==> src/rtl/instruction_fetch_unit.sv <==
// Fetches a 16-bit instruction as two byte reads at PC and PC+1, then presents it to the decoder.
// Latency: 1 cycle to issue, plus 1 cycle per byte with zero-wait memory; IRValid rises on the third edge after Start.
// Backpressure: memory stalls via MemAck (bounded by TIMEOUT); decoder stalls by holding IRReady low, and IR stays frozen.
module instruction_fetch_unit #(
    parameter int ADDR_W  = 16,
    parameter int TIMEOUT = 15
) (
    input  logic              Clock,
    input  logic              Reset,
    input  logic              Start,
    input  logic              Flush,
    input  logic [ADDR_W-1:0] PCIn,
    input  logic [7:0]        MemData,
    input  logic              MemAck,
    output logic [ADDR_W-1:0] MemAddr,
    output logic              MemReq,
    output logic              PCInc,
    output logic [15:0]       IR,
    output logic              IRValid,
    input  logic              IRReady,
    output logic              Busy,
    output logic              FetchErr
);

    localparam int CNT_W = 16;

    typedef enum logic [1:0] {
        IDLE,
        FETCH_LO,
        FETCH_HI,
        VALID
    } state_t;

    state_t             state_q, state_d;
    logic [15:0]        ir_d;
    logic [ADDR_W-1:0]  addr_d;
    logic [CNT_W-1:0]   cnt_q, cnt_d;
    logic               pcinc_d;
    logic               err_d;
    logic               xfer;
    logic               timeout_hit;

    assign MemReq  = (state_q == FETCH_LO) || (state_q == FETCH_HI);
    assign IRValid = (state_q == VALID);
    assign Busy    = (state_q != IDLE);
    assign xfer    = MemReq && MemAck;

    // The edge that would bring the wait count up to TIMEOUT is the one that aborts.
    assign timeout_hit = (TIMEOUT != 0) && MemReq && !MemAck
                         && (cnt_q == CNT_W'(TIMEOUT - 1));

    always_comb begin
        state_d = state_q;
        ir_d    = IR;
        addr_d  = MemAddr;
        cnt_d   = cnt_q;
        pcinc_d = 1'b0;
        err_d   = 1'b0;

        if (Flush) begin
            state_d = IDLE;
        end else begin
            case (state_q)
                IDLE: begin
                    if (Start) begin
                        state_d = FETCH_LO;
                        addr_d  = PCIn;
                        cnt_d   = '0;
                    end
                end
                FETCH_LO, FETCH_HI: begin
                    if (xfer) begin
                        pcinc_d = 1'b1;
                        cnt_d   = '0;
                        if (state_q == FETCH_LO) begin
                            ir_d[7:0] = MemData;
                            addr_d    = MemAddr + ADDR_W'(1);
                            state_d   = FETCH_HI;
                        end else begin
                            ir_d[15:8] = MemData;
                            state_d    = VALID;
                        end
                    end else if (timeout_hit) begin
                        err_d   = 1'b1;
                        cnt_d   = '0;
                        state_d = IDLE;
                    end else if (TIMEOUT != 0) begin
                        cnt_d = cnt_q + CNT_W'(1);
                    end
                end
                VALID: begin
                    if (IRReady) begin
                        if (Start) begin
                            state_d = FETCH_LO;
                            addr_d  = PCIn;
                            cnt_d   = '0;
                        end else begin
                            state_d = IDLE;
                        end
                    end
                end
                default: state_d = IDLE;
            endcase
        end
    end

    always_ff @(posedge Clock) begin
        if (!Reset) begin
            state_q  <= IDLE;
            IR       <= '0;
            MemAddr  <= '0;
            cnt_q    <= '0;
            PCInc    <= 1'b0;
            FetchErr <= 1'b0;
        end else begin
            state_q  <= state_d;
            IR       <= ir_d;
            MemAddr  <= addr_d;
            cnt_q    <= cnt_d;
            PCInc    <= pcinc_d;
            FetchErr <= err_d;
        end
    end

endmodule

==> config.mk <==
export PLATFORM = sky130hd
export DESIGN_NAME = instruction_fetch_unit
export DESIGN_NICKNAME = d
export VERILOG_FILES = /design/src/rtl/instruction_fetch_unit.sv
export SDC_FILE = /design/constraint.sdc
export NUM_CORES = 1
export LEC_CHECK = 0
export CAP_MARGIN = 5
export CELL_PAD_IN_SITES_DETAIL_PLACEMENT = 0
export CELL_PAD_IN_SITES_GLOBAL_PLACEMENT = 1
export CORE_ASPECT_RATIO = 1.2
export CORE_MARGIN = 2
export CORE_UTILIZATION = 36
export CTS_CLUSTER_SIZE = 20
export DETAILED_ROUTE_END_ITERATION = 12
export MAX_ROUTING_LAYER = met4
export PLACE_DENSITY_LB_ADDON = 0.1
export SYNTH_ARGS = -nofsm -noshare
export SYNTH_HDL_FRONTEND = slang
export SYNTH_SLANG_ARGS = --single-unit
==> constraint.sdc <==
create_clock -name Clock -period 2.3 [get_ports Clock]
set_input_delay 0.23 -clock Clock [delete_from_list [all_inputs] [get_ports Clock]]
set_output_delay 0.23 -clock Clock [all_outputs]
set_load 0.01 [all_outputs]
==> results.toml, run 1 <==
[global_route]
grt-ovfl-total = 0
grt_usage = 0.172
antenna_found_initial = 0
grt_max_degree = 34
grt_pass1_wl_mm = 11.3
grt_pass1_vias = 2275

[drt]
routed_wl_mm = 6.93
ant_nets = 0
drtIter0Drc = 68
drtPass1Iterations = 4
drcViolationCount = 0
wl_per_cell_um = 14.5
vias = 2491
viasPerCell = 5.22

[min_path]
hold_class = "reg2reg"
whs_path_depth = 2
whs_endpoint = "IR[14]$_SDFFE_PN0P_"
worstHoldStart = "IR[14]$_SDFFE_PN0P_"

[layout]
area_delta_synth_final_pct = 31.9
stdcell_count = 477
diodes = 0
nets = 426
drive_gt1_frac = 0.0724

[setup_path]
worstReg2RegEnd = "cnt_q[1]$_SDFFE_PN0P_"
arrival_ps = 1930
worstSetupPathType = "reg2out"
worst-path-max-fanout = 23
reg2regPathDepth = 7
worstReg2RegStart = "state_q[0]$_SDFFE_PP0P_"
crit_path_end_kind = "primary output"
startpoint_type = "flip-flop"
rrSetupSlack_ps = 210
required_ps = 2070

[clock_network]
htree_levels = 2
clk_pin_slew_ps = 90
clkLatencyLatePin_ps = 300
cts_tree = "built"
root_buffer = "clkbuf_8"
cts.path.max_buffers = 2
clock-sinks = 52
ctsHoldBuffers = 0
numCtsBuffers = 5

[sta]
finalCritPeriodShare = 0.938
setup_viol = 0
worstMarginPinSlew_ps = 493
maxSlewViolCount = 0
finalClockSkew_ps = 7.96
max_freq_mhz = 463
maxSlewHeadroom = 0.670
fin_ws_ps = 142
worst_hold_slack_ps = 458
period_needed_ps = 2160
hold_viol = 0

[logic_synthesis]
synth_area_leaders = "dfxtp_1 (39%), nand2_1 (7.9%), nor2_1 (4.5%), ha_1 (4.2%), xor2_1 (3.6%)"
seq_area_frac_synth = 0.386
syn_inst = 323
yosys_warnings = 0
syn-cell-area_mm2 = 0.00269
synth_nets = 362
avgSynthCellArea_um2 = 8.34
synth_cell_types = 55
synth-edff-count = 0
yosysTopAreaCell = "dfxtp_1"
yosysTopAreaCellShare = 0.386
ys_seq_elements = 52
synth-async-reset-ratio = 0
ys.flop_type = "dfxtp_1"

[placed_design]
dpl.hpwl_mm = 5.10
gp_congestion = 0.801
placed_cells = 470
place_ws_ps = 66.1
port_buffers = 66

[power_and_ir_drop]
vdd_drop_max_mv = 0.287
power_density_mw_per_mm2 = 503
p_leak_nw = 1.24
total_power_mw = 1.79

[outcome]
status = "complete, no violations"

[floorplan]
initial_core_util = 0.370
fp.dieH_um = 98.8
io-pin-count = 67
die_w_um = 83.0
rows = 34
die-area_mm2 = 0.00819
core_area_mm2 = 0.00727

[job]
cap_violations = 0
cell families after synthesis:
family,synth area share
AND/OR/NAND/NOR,0.292
AO/OA/AOI/OAI,0.196
flip-flops,0.386
buffers and inverters,0.0320
XOR/XNOR,0.0488
adder cells (fa/ha/maj),0.0418
multiplexers,0.00372
cell type report:
| cell class | count | area, um^2 |
|---|---|---|
| fillers | 731 | 3720 |
| well taps | 90 | 113 |
| inverters | 7 | 26.3 |
| multi-input cells | 250 | 1580 |
| repair buffers | 71 | 702 |
| clock buffers | 7 | 96.3 |
| flip-flops and latches | 52 | 1040 |
registers in the layout, summed over array words and instances, names as in the netlist:
register,cells
state_q,2
PCInc,1
cnt_q,16
FetchErr,1
MemAddr,16
IR,16
per-stage QoR:
stage | instance area (um^2) | utilization | TNS [ps]
2_1_floorplan | 2690 | - | 0
3_3_place_gp | 3440 | 0.474 | 0
3_5_place_dp | 3440 | 0.474 | 0
4_1_cts | 3540 | 0.487 | 0
5_1_grt | 3550 | 0.488 | -10.8
6_report | 3550 | 0.488 | 0
routing by layer:
layer  vias up  wire (um)  share of wire  GRT usage
li1       1278          -              -          -
met1      1143       3320           0.48      0.223
met2        61       3250           0.47      0.275
met3         9        246          0.035     0.0293
met4         0        126          0.018     0.0567
met5         -          0              0          -
Yosys cell counts (2+ instances only):
library cell	instances
ha_1	9
nor2b_1	4
a211oi_1	3
a21boi_0	12
nor2_1	32
nor3_2	2
nor4_2	2
nand4_1	10
dfxtp_1	52
a21boi_1	12
nand2_1	57
a32o_1	2
o31ai_1	3
nor4_1	3
and2_1	3
a21oi_1	12
o21a_1	5
o21ai_0	11
nand2b_1	2
xor2_1	11
clkbuf_1	9
and3_1	3
o21ai_1	5
buf_2	3
inv_1	6
nor3_1	5
xnor2_1	4
o221a_2	2
nand3_1	10
o2bb2ai_1	2
and4_1	3
cells in the final DEF, fill, tap and decap left out, types with 2 or more instances in the layout:
cell type / netlist / routed
a211oi_1: 3 / 3
a21boi_0: 12 / 12
a21boi_1: 12 / 12
a21oi_1: 12 / 12
a32o_1: 2 / 2
and2_1: 3 / 3
and3_1: 3 / 3
and4_1: 3 / 3
buf_4: 1 / 4
clkbuf_8: 0 / 7
clkdlybuf4s50_1: 0 / 66
dfxtp_1: 52 / 52
ha_1: 9 / 9
inv_1: 6 / 6
nand2_1: 57 / 57
nand2b_1: 2 / 2
nand3_1: 10 / 10
nand4_1: 10 / 10
nor2_1: 32 / 32
nor2b_1: 4 / 4
nor3_1: 5 / 5
nor3_2: 2 / 2
nor4_1: 3 / 3
nor4_2: 2 / 2
o21a_1: 5 / 5
o21ai_0: 11 / 11
o21ai_1: 5 / 5
o221a_2: 2 / 2
o2bb2ai_1: 2 / 2
o31ai_1: 3 / 3
xnor2_1: 4 / 4
xor2_1: 11 / 11
report_power, final:
part / internal [mW] / switching (mW) / leakage (nW)
Sequential: 0.924 / 0.0342 / 0.421
Clock: 0.269 / 0.292 / 0.0503
Combinational: 0.143 / 0.126 / 0.771
worst max-delay path, stage by stage, from the launching register on:
cell	delay, ps
dfxtp_1	410
inv_1	110
ha_1	320
buf_6	210
clkdlybuf4s50_1	580
worst max path at each step:
stage                     depth (start not counted)                       to                    start  slack, ps
after floorplan                                   7  MemAddr[4]$_SDFFE_PN0P_  state_q[0]$_SDFFE_PP0P_        340
after global placement                            8   cnt_q[10]$_SDFFE_PN0P_  state_q[0]$_SDFFE_PP0P_        150
after detailed placement                          8   cnt_q[10]$_SDFFE_PN0P_  state_q[0]$_SDFFE_PP0P_         70
after CTS                                         4                   MemReq  state_q[0]$_SDFFE_PP0P_         50
after global routing                              8   cnt_q[14]$_SDFFE_PN0P_  state_q[0]$_SDFFE_PP0P_        -10
final                                             4                   MemReq  state_q[0]$_SDFFE_PP0P_        140
repair_timing:
| item | CTS | global route |
|---|---|---|
| setup buffers | 0 | 0 |
| resized for setup | 0 | 2 |
| endpoints found under the setup margin | 0 | 6 |
| hold endpoints to repair | 0 | 0 |
Note: power is estimated with default switching activity, not from simulation.
==> run 2: changes to the inputs <==
--- a/config.mk
+++ b/config.mk
@@ -13,7 +13,7 @@
 export CORE_UTILIZATION = 36
 export CTS_CLUSTER_SIZE = 20
 export DETAILED_ROUTE_END_ITERATION = 12
-export MAX_ROUTING_LAYER = met4
+export HOLD_SLACK_MARGIN = 0.12
 export PLACE_DENSITY_LB_ADDON = 0.1
 export SYNTH_ARGS = -nofsm -noshare
 export SYNTH_HDL_FRONTEND = slang
==> run 2 against run 1 <==
  * Sequential share of layout area unchanged
  * Non-clock buffer count did not move
  * Die area unchanged
  * Global-route usage down 0.45 points
  * Highest routed layer unchanged
==> results.toml, run 2 (synthesized netlist as in run 1, its figures left out) <==
[power_and_ir_drop]
switching_power_mw = 0.454
total_power_mw = 1.79
p_leak_nw = 1.24
intPower_mw = 1.34
clkPwrFrac = 0.315
vdd_drop_max_mv = 0.288
sw_frac_of_total = 0.254
p_comb_frac = 0.150
pwr-share-seq = 0.535
power_density_mw_per_mm2 = 504

[min_path]
hold_class = "reg2reg"

[sta]
finalCritPeriodShare = 0.939
worstMarginPinSlew_ps = 494
maxSlewViolCount = 0
max_freq_mhz = 463
hold_viol = 0
period_needed_ps = 2160
setup_tns_ps = 0
maxSlewHeadroom = 0.669
finalClockSkew_ps = 6.69
setup_viol = 0

[floorplan]
core_area_mm2 = 0.00727
rows = 34
die-area_mm2 = 0.00819
die_w_um = 83.0
fp.dieH_um = 98.8
initial_core_util = 0.370
io-pin-count = 67

[job]
cap_violations = 0

[setup_path]
crit_path_end_kind = "primary output"
worst-path-max-fanout = 23
startpoint_type = "flip-flop"
worstSetupPathType = "reg2out"
arrival_ps = 1930
required_ps = 2070

[global_route]
grt_usage = 0.168
antenna_found_initial = 0
grt_pass1_wl_mm = 11.3
grt_pass1_vias = 2274
grt-ovfl-total = 0
grt_max_degree = 34

[clock_network]
cts.path.max_buffers = 2
root_buffer = "clkbuf_8"
cts_tree = "built"
clkLatencyLatePin_ps = 300
ctsHoldBuffers = 0
clk_pin_slew_ps = 90
numCtsBuffers = 5
clock-sinks = 52
htree_levels = 2

[layout]
layout_common_cells = "clkdlybuf4s50_1 (66), nand2_1 (57), dfxtp_1 (52)"
final_util = 0.488
area_delta_synth_final_pct = 31.9
largest_registers = "IR (16), MemAddr (16), cnt_q (16)"
nets = 426
drive_gt1_frac = 0.0724
final_common_cell = "clkdlybuf4s50_1"
diodes = 0
final_area_mm2 = 0.00355
stdcell_count = 477

[drt]
ant_nets = 0
routed_wl_mm = 6.91
drtPass1Iterations = 4
drtIter0Drc = 73
drcViolationCount = 0
viasPerCell = 5.17
wl_per_cell_um = 14.5
vias = 2464

[placed_design]
dpl.hpwl_mm = 5.10
port_buffers = 66
place_area_mm2 = 0.00344
gp_congestion = 0.790
placed_cells = 470

[outcome]
status = "complete, no violations"
run 2: cell counts in the layout (fill, tap and decap cells not counted):
No cell type changed its count.
run 2: timing repair:
action                                  in CTS  in global routing
gates resized for setup                      0                  2
buffers inserted                             0                  0
endpoints found under the setup margin       0                  6
run 2: area by class of cell:
class                           instances  area, um^2
Fill cell                             731        3720
Multi-Input combinational cell        250        1580
Sequential cell                        52        1040
Timing Repair Buffer                   71         702
Tap cell                               90         113
Clock buffer                            7        96.3
Inverter                                7        26.3
run 2: routing by layer:
| layer | vias up | global-route usage | part of all wire | routed length, um |
|---|---|---|---|---|
| met4 | 0 | 0.0567 | 0.019 | 133 |
| li1 | 1274 | - | - | - |
| met3 | 9 | 0.0327 | 0.040 | 278 |
| met5 | - | 0 | 0 | 0 |
| met2 | 57 | 0.274 | 0.46 | 3200 |
| met1 | 1124 | 0.223 | 0.48 | 3300 |
run 2: metrics by stage:
step / hold slack [ps] / setup slack (ps)
after detailed placement: 449 / 66.1
after floorplan: 309 / 337
after global placement: 443 / 148
after global routing: 490 / -10.8
final: 458 / 140
after CTS: 464 / 45.2
run 2: worst max-delay path: stages (launching register included):
cell             delay [ps]
dfxtp_1                 410
inv_1                   110
ha_1                    320
buf_6                   210
clkdlybuf4s50_1         580
run 2: final timing paths:
path                                start               endpoint  slack, ps  cells after the start
setup / recovery  state_q[0]$_SDFFE_PP0P_                 MemReq        140                      4
hold / removal        IR[14]$_SDFFE_PN0P_    IR[14]$_SDFFE_PN0P_        460                      2
setup reg to reg  state_q[0]$_SDFFE_PP0P_  cnt_q[1]$_SDFFE_PN0P_        210                      7
hold reg to reg       IR[14]$_SDFFE_PN0P_    IR[14]$_SDFFE_PN0P_        460                      2
run 2: power by group through the flow:
stage	logic, mW	clock network, mW	registers, mW
floorplan	0.130	0	0.980
global placement	0.269	0	0.978
detailed placement	0.270	0	0.979
CTS	0.271	0.590	0.958
global route	0.296	0.620	0.963
finish	0.269	0.563	0.958
==> variant 1: new RTL, settings of run 2 <==
`CNT_W`: 16 -> 18.
--- a/src/rtl/instruction_fetch_unit.sv
+++ b/src/rtl/instruction_fetch_unit.sv
@@ -22,7 +22,7 @@
     output logic              FetchErr
 );
 
-    localparam int CNT_W = 16;
+    localparam int CNT_W = 18;
 
     typedef enum logic [1:0] {
         IDLE,
Function: same outputs for any inputs over 10 cycles, from zero or initial values and one cycle with Reset low; that may be too few to reach the edited logic, so the function may still have changed.
==> variant 1 against run 2 <==
- worst hold slack gained 0.0089 ns
- sequential share of layout area fell by 0.21 points
- final cell count grew 7.8%
- design area grew 4.6%
- worst setup slack improved by 0.051 ns
- sequential cell count is 2 higher
- wire length grew 11%
- global-route usage up 1.9 points
- power grew 7.6%
- utilization decreased by 0.063 points
- count of clock-buffer cells in the layout fell by 1
- synthesized area grew 4.5%
==> variant 1: results <==
[place]
place_area_sq_um = 3610
dpl.hpwl_mm = 5.62
gp_congestion = 0.860
port_buffers = 66

[routing]
drtPass1Iterations = 4
wl_mm = 7.68
viasPerCell = 5.32
drt_iter0_markers = 80

[power_and_ir_drop]
leakage_nw = 1.30
vdd_drop_max_v = 0.000250

[clock_network]
root_buffer = "clkbuf_8"
ctsResizeCount = 0
htree_levels = 2
post_cts_buffers = 0
cts_inserted_buffers = 5
clk_latency_ns = 0.31
clk_pin_slew_ns = 0.10
cts.path.max_buffers = 2

[timing]
tightest_slew_ns = 0.484
finalClockSkew_ns = 0.00339
final-max-slew-violation-count = 0

[grt]
grt_pass1_wl_mm = 12.9
antenna_found_initial = 0
grt_usage = 0.187
grt_pass1_vias = 2676
grt_max_degree = 32

[logic_synthesis]
async_reset_ff_frac = 0
yosysWarnings = 0
synth_area_leaders = "dfxtp_1 38%, nand2_1 8.5%, a21boi_0 5.3%"
synth_ff_type = "dfxtp_1"
ys_seq_area_frac = 0.384
synthTopCellsByCount = "64 x nand2_1, 54 x dfxtp_1, 32 x nor2_1"
synthesis.nets = 393
synthDistinctLibCells = 47

[layout]
reg_top3 = "cnt_q (18), IR (16), MemAddr (16)"
design_area_sq_um = 3720
fin_nets = 460
drive_gt1_frac = 0.0711
num_antenna_cells = 0

[worst_setup_path]
cpPeakStageDelay_ns = 0.55
cp_slowest_cell = "clkdlybuf4s50_1"
cp_max_fo = 10
cp_data_arrival_time_ns = 1.88

[min_path]
hold_class = "flip-flop to flip-flop"

[outcome]
run_status = "complete, no violations"
## variant 1: final cells by class
| cell class | count | area (sq um) |
|---|---|---|
| clock buffers | 6 | 72.6 |
| repair buffers | 78 | 751 |
| clock inverters | 2 | 37.5 |
| multi-input cells | 274 | 1630 |
| well taps | 92 | 115 |
| fillers | 784 | 3900 |
| inverters | 8 | 30.0 |
| flip-flops and latches | 54 | 1080 |
## variant 1: power by group
| part | switching, W | total (W) | internal (W) |
|---|---|---|---|
| Clock | 0.000333 | 0.000659 | 0.000326 |
| Sequential | 0.0000312 | 0.000991 | 0.000960 |
| Combinational | 0.000130 | 0.000278 | 0.000148 |
| Total | 0.000494 | 0.00193 | 0.00143 |
## variant 1: final timing paths
path / depth (start not counted) / end / slack [ns] / from
max: 4 / MemReq / 0.19 / state_q[1]$_SDFFE_PP0P_
min reg2reg: 2 / IR[8]$_SDFFE_PN0P_ / 0.47 / IR[8]$_SDFFE_PN0P_
max reg2reg: 8 / MemAddr[13]$_SDFFE_PN0P_ / 0.24 / state_q[0]$_SDFFE_PP0P_
min: 2 / IR[8]$_SDFFE_PN0P_ / 0.47 / IR[8]$_SDFFE_PN0P_
## variant 1: metrics by stage
step | setup WS (ns) | std cells
4_1_cts | 0.169 | 514
3_3_place_gp | 0.294 | 506
6_report | 0.192 | 514
5_1_grt | 0.0564 | 514
2_1_floorplan | 0.303 | 354
3_5_place_dp | 0.239 | 506
## variant 1: critical path: cells and delay by family, from the launching register on
kind | cells | cell delay, ns
flops | 1 | 0.41
fa+ha+maj | 1 | 0.31
buf+inv | 3 | 0.84
## variant 1: cells by family (layout without fill, tap and decap cells)
kind of cell	Yosys count	in the layout	share of synthesized area
simple gates	162	162	0.278
flops	54	54	0.384
compound gates	90	90	0.221
xor+xnor	12	12	0.0373
fa+ha+maj	9	9	0.0400
buf+inv	26	94	0.0365
mux	1	1	0.00356
## variant 1: routing by layer
metal | vias up | global-route usage | part of all wire
met2 | 48 | 0.323 | 0.49
met5 | - | 0 | 0
met3 | 8 | 0.0377 | 0.038
li1 | 1391 | - | -
met1 | 1285 | 0.232 | 0.46
met4 | 0 | 0.0611 | 0.014
==> variant 2: new RTL, config.mk and constraints of run 2 <==
Made on the original files. Encoding of `state_t`: now one-hot (4 bits for 4 states).
--- a/src/rtl/instruction_fetch_unit.sv
+++ b/src/rtl/instruction_fetch_unit.sv
@@ -24,11 +24,11 @@
 
     localparam int CNT_W = 16;
 
-    typedef enum logic [1:0] {
-        IDLE,
-        FETCH_LO,
-        FETCH_HI,
-        VALID
+    typedef enum logic [3:0] {
+        IDLE     = 4'b0001,
+        FETCH_LO = 4'b0010,
+        FETCH_HI = 4'b0100,
+        VALID    = 4'b1000
     } state_t;
 
     state_t             state_q, state_d;
Check against the original RTL: same outputs for any inputs over 4 cycles, from zero or initial values and one cycle with Reset low; so few cycles prove little.
==> variant 2 against run 2 <==
- count of clock-buffer cells in the layout shrank 2
- synthesized cell count rose by 4.6%
- sequential share of layout area fell by 0.89 points
- worst setup slack got worse by 0.075 ns
- wire length rose by 22%
- design area up 7.2%
- final cell count increased by 5.7%
- largest power group unchanged
- clock skew is 0.0015 ns lower
- sequential cell count grew 2
- worst hold slack improved by 0.037 ns
- power grew 4.5%
- synthesized area rose by 5.4%
==> variant 2: results <==
[routing]
ant_nets = 0
drt-wirelength-per-cell_um = 16.8
viasPerCell = 5.81
drtPass1Iterations = 5
drt_iter0_markers = 121

[grt]
grt_max_degree = 38
grt_usage = 0.204
grt_pass1_wl_mm = 14.3
grt_pass1_vias = 2900
antenna_found_initial = 0
grt_use_met3 = 0.0350
met1_usage = 0.241
grt_use_met2 = 0.368

[logic_synthesis]
synthMuxAreaShare = 0.0564
synthAdderAreaFrac = 0.0132
synth_area_leaders = "dfxtp_1 38%, mux2i_1 5.6%, nand2_1 5.0%"
ys_seq_area_frac = 0.381
synth_compound_area_frac = 0.221
synth_xor_area_frac = 0.00926
yosysWarnings = 0
synthDistinctLibCells = 61
synthTopCellsByCount = "54 x dfxtp_1, 38 x nand2_1, 29 x nor2_1"
synthesis.nets = 371
async_reset_ff_frac = 0

[layout]
drive_gt1_frac = 0.102
fin_nets = 444
reg_top3 = "IR (16), MemAddr (16), cnt_q (16)"
num_antenna_cells = 0

[clock_network]
htree_levels = 2
cts.path.max_buffers = 2
clk_latency_ns = 0.31
clock_sinks = 54
cts_inserted_buffers = 5
clk_pin_slew_ns = 0.10
root_buffer = "clkbuf_8"

[min_path]
hold_class = "flip-flop to flip-flop"
hp-start = "cnt_q[0]$_SDFFE_PN0P_"

[place]
dpl.hpwl_mm = 5.93
gp_congestion = 0.799
post-place-ws_ns = 0.0723
port_buffers = 66

[outcome]
run_status = "complete, no violations"

[worst_setup_path]
rr_startpoint = "state_q[0]$_SDFFE_PP1P_"
cp_data_arrival_time_ns = 2.00
worstSetupPathType = "flip-flop to output pin"
cp_max_fo = 5

[timing]
finalClockSkew_ns = 0.00522
slew_headroom = 0.665

[power_and_ir_drop]
vdd_drop_max_v = 0.000343
leakage_nw = 1.45
[variant 2: stage by stage]
stage | instances | instance area [sq um]
floorplan | 338 | 2840
detailed placement | 496 | 3690
CTS | 504 | 3810
global placement | 496 | 3690
finish | 504 | 3810
global route | 504 | 3810
[variant 2: area by class of cell]
cell class              instances  area, sq um
multi-input cells             258         1640
flip-flops and latches         54         1080
clock buffers                   5         68.8
well taps                      92          115
clock inverters                 3         45.0
inverters                       6         22.5
fillers                       730         3850
repair buffers                 86          836
[variant 2: critical path: stages (launching register included)]
cell	delay, ns
dfxtp_1	0.37
or4b_1	0.57
buf_4	0.17
inv_1	0.05
clkdlybuf4s50_1	0.53
[variant 2: per-layer routing]
metal  up-vias  part of all wire
met3        14             0.053
li1       1429                 -
met1      1388              0.41
met4         0             0.021
met5         -                 0
met2        97              0.51
[variant 2: logic make-up (layout without fill, tap and decap cells)]
kind of cell	Yosys count	count (layout)
xor gates and xnor gates	3	3
and+or+nand+nor	147	147
AOI/OAI and AO/OA	89	89
muxes	16	16
DFF	54	54
adders and majority gates	3	3
buffers and inverters	26	100
[variant 2: timing repair]
item / in CTS / in global routing
endpoints found under the setup margin: 0 / 1
hold buffers: 0 / 0
resized for setup: 0 / 1
[variant 2: path summary, 6_finish.rpt]
path | slack, ns | cells past startpoint | endpoint
max | 0.07 | 4 | IRValid
min | 0.50 | 2 | cnt_q[0]$_SDFFE_PN0P_
max reg2reg | 0.19 | 6 | cnt_q[8]$_SDFFE_PN0P_
min reg2reg | 0.50 | 2 | cnt_q[0]$_SDFFE_PN0P_
[variant 2: power by group]
group          switching, W  internal (W)  total [W]
sequential        0.0000285      0.000954   0.000983
combinational      0.000106      0.000126   0.000232
clock              0.000332      0.000324   0.000657
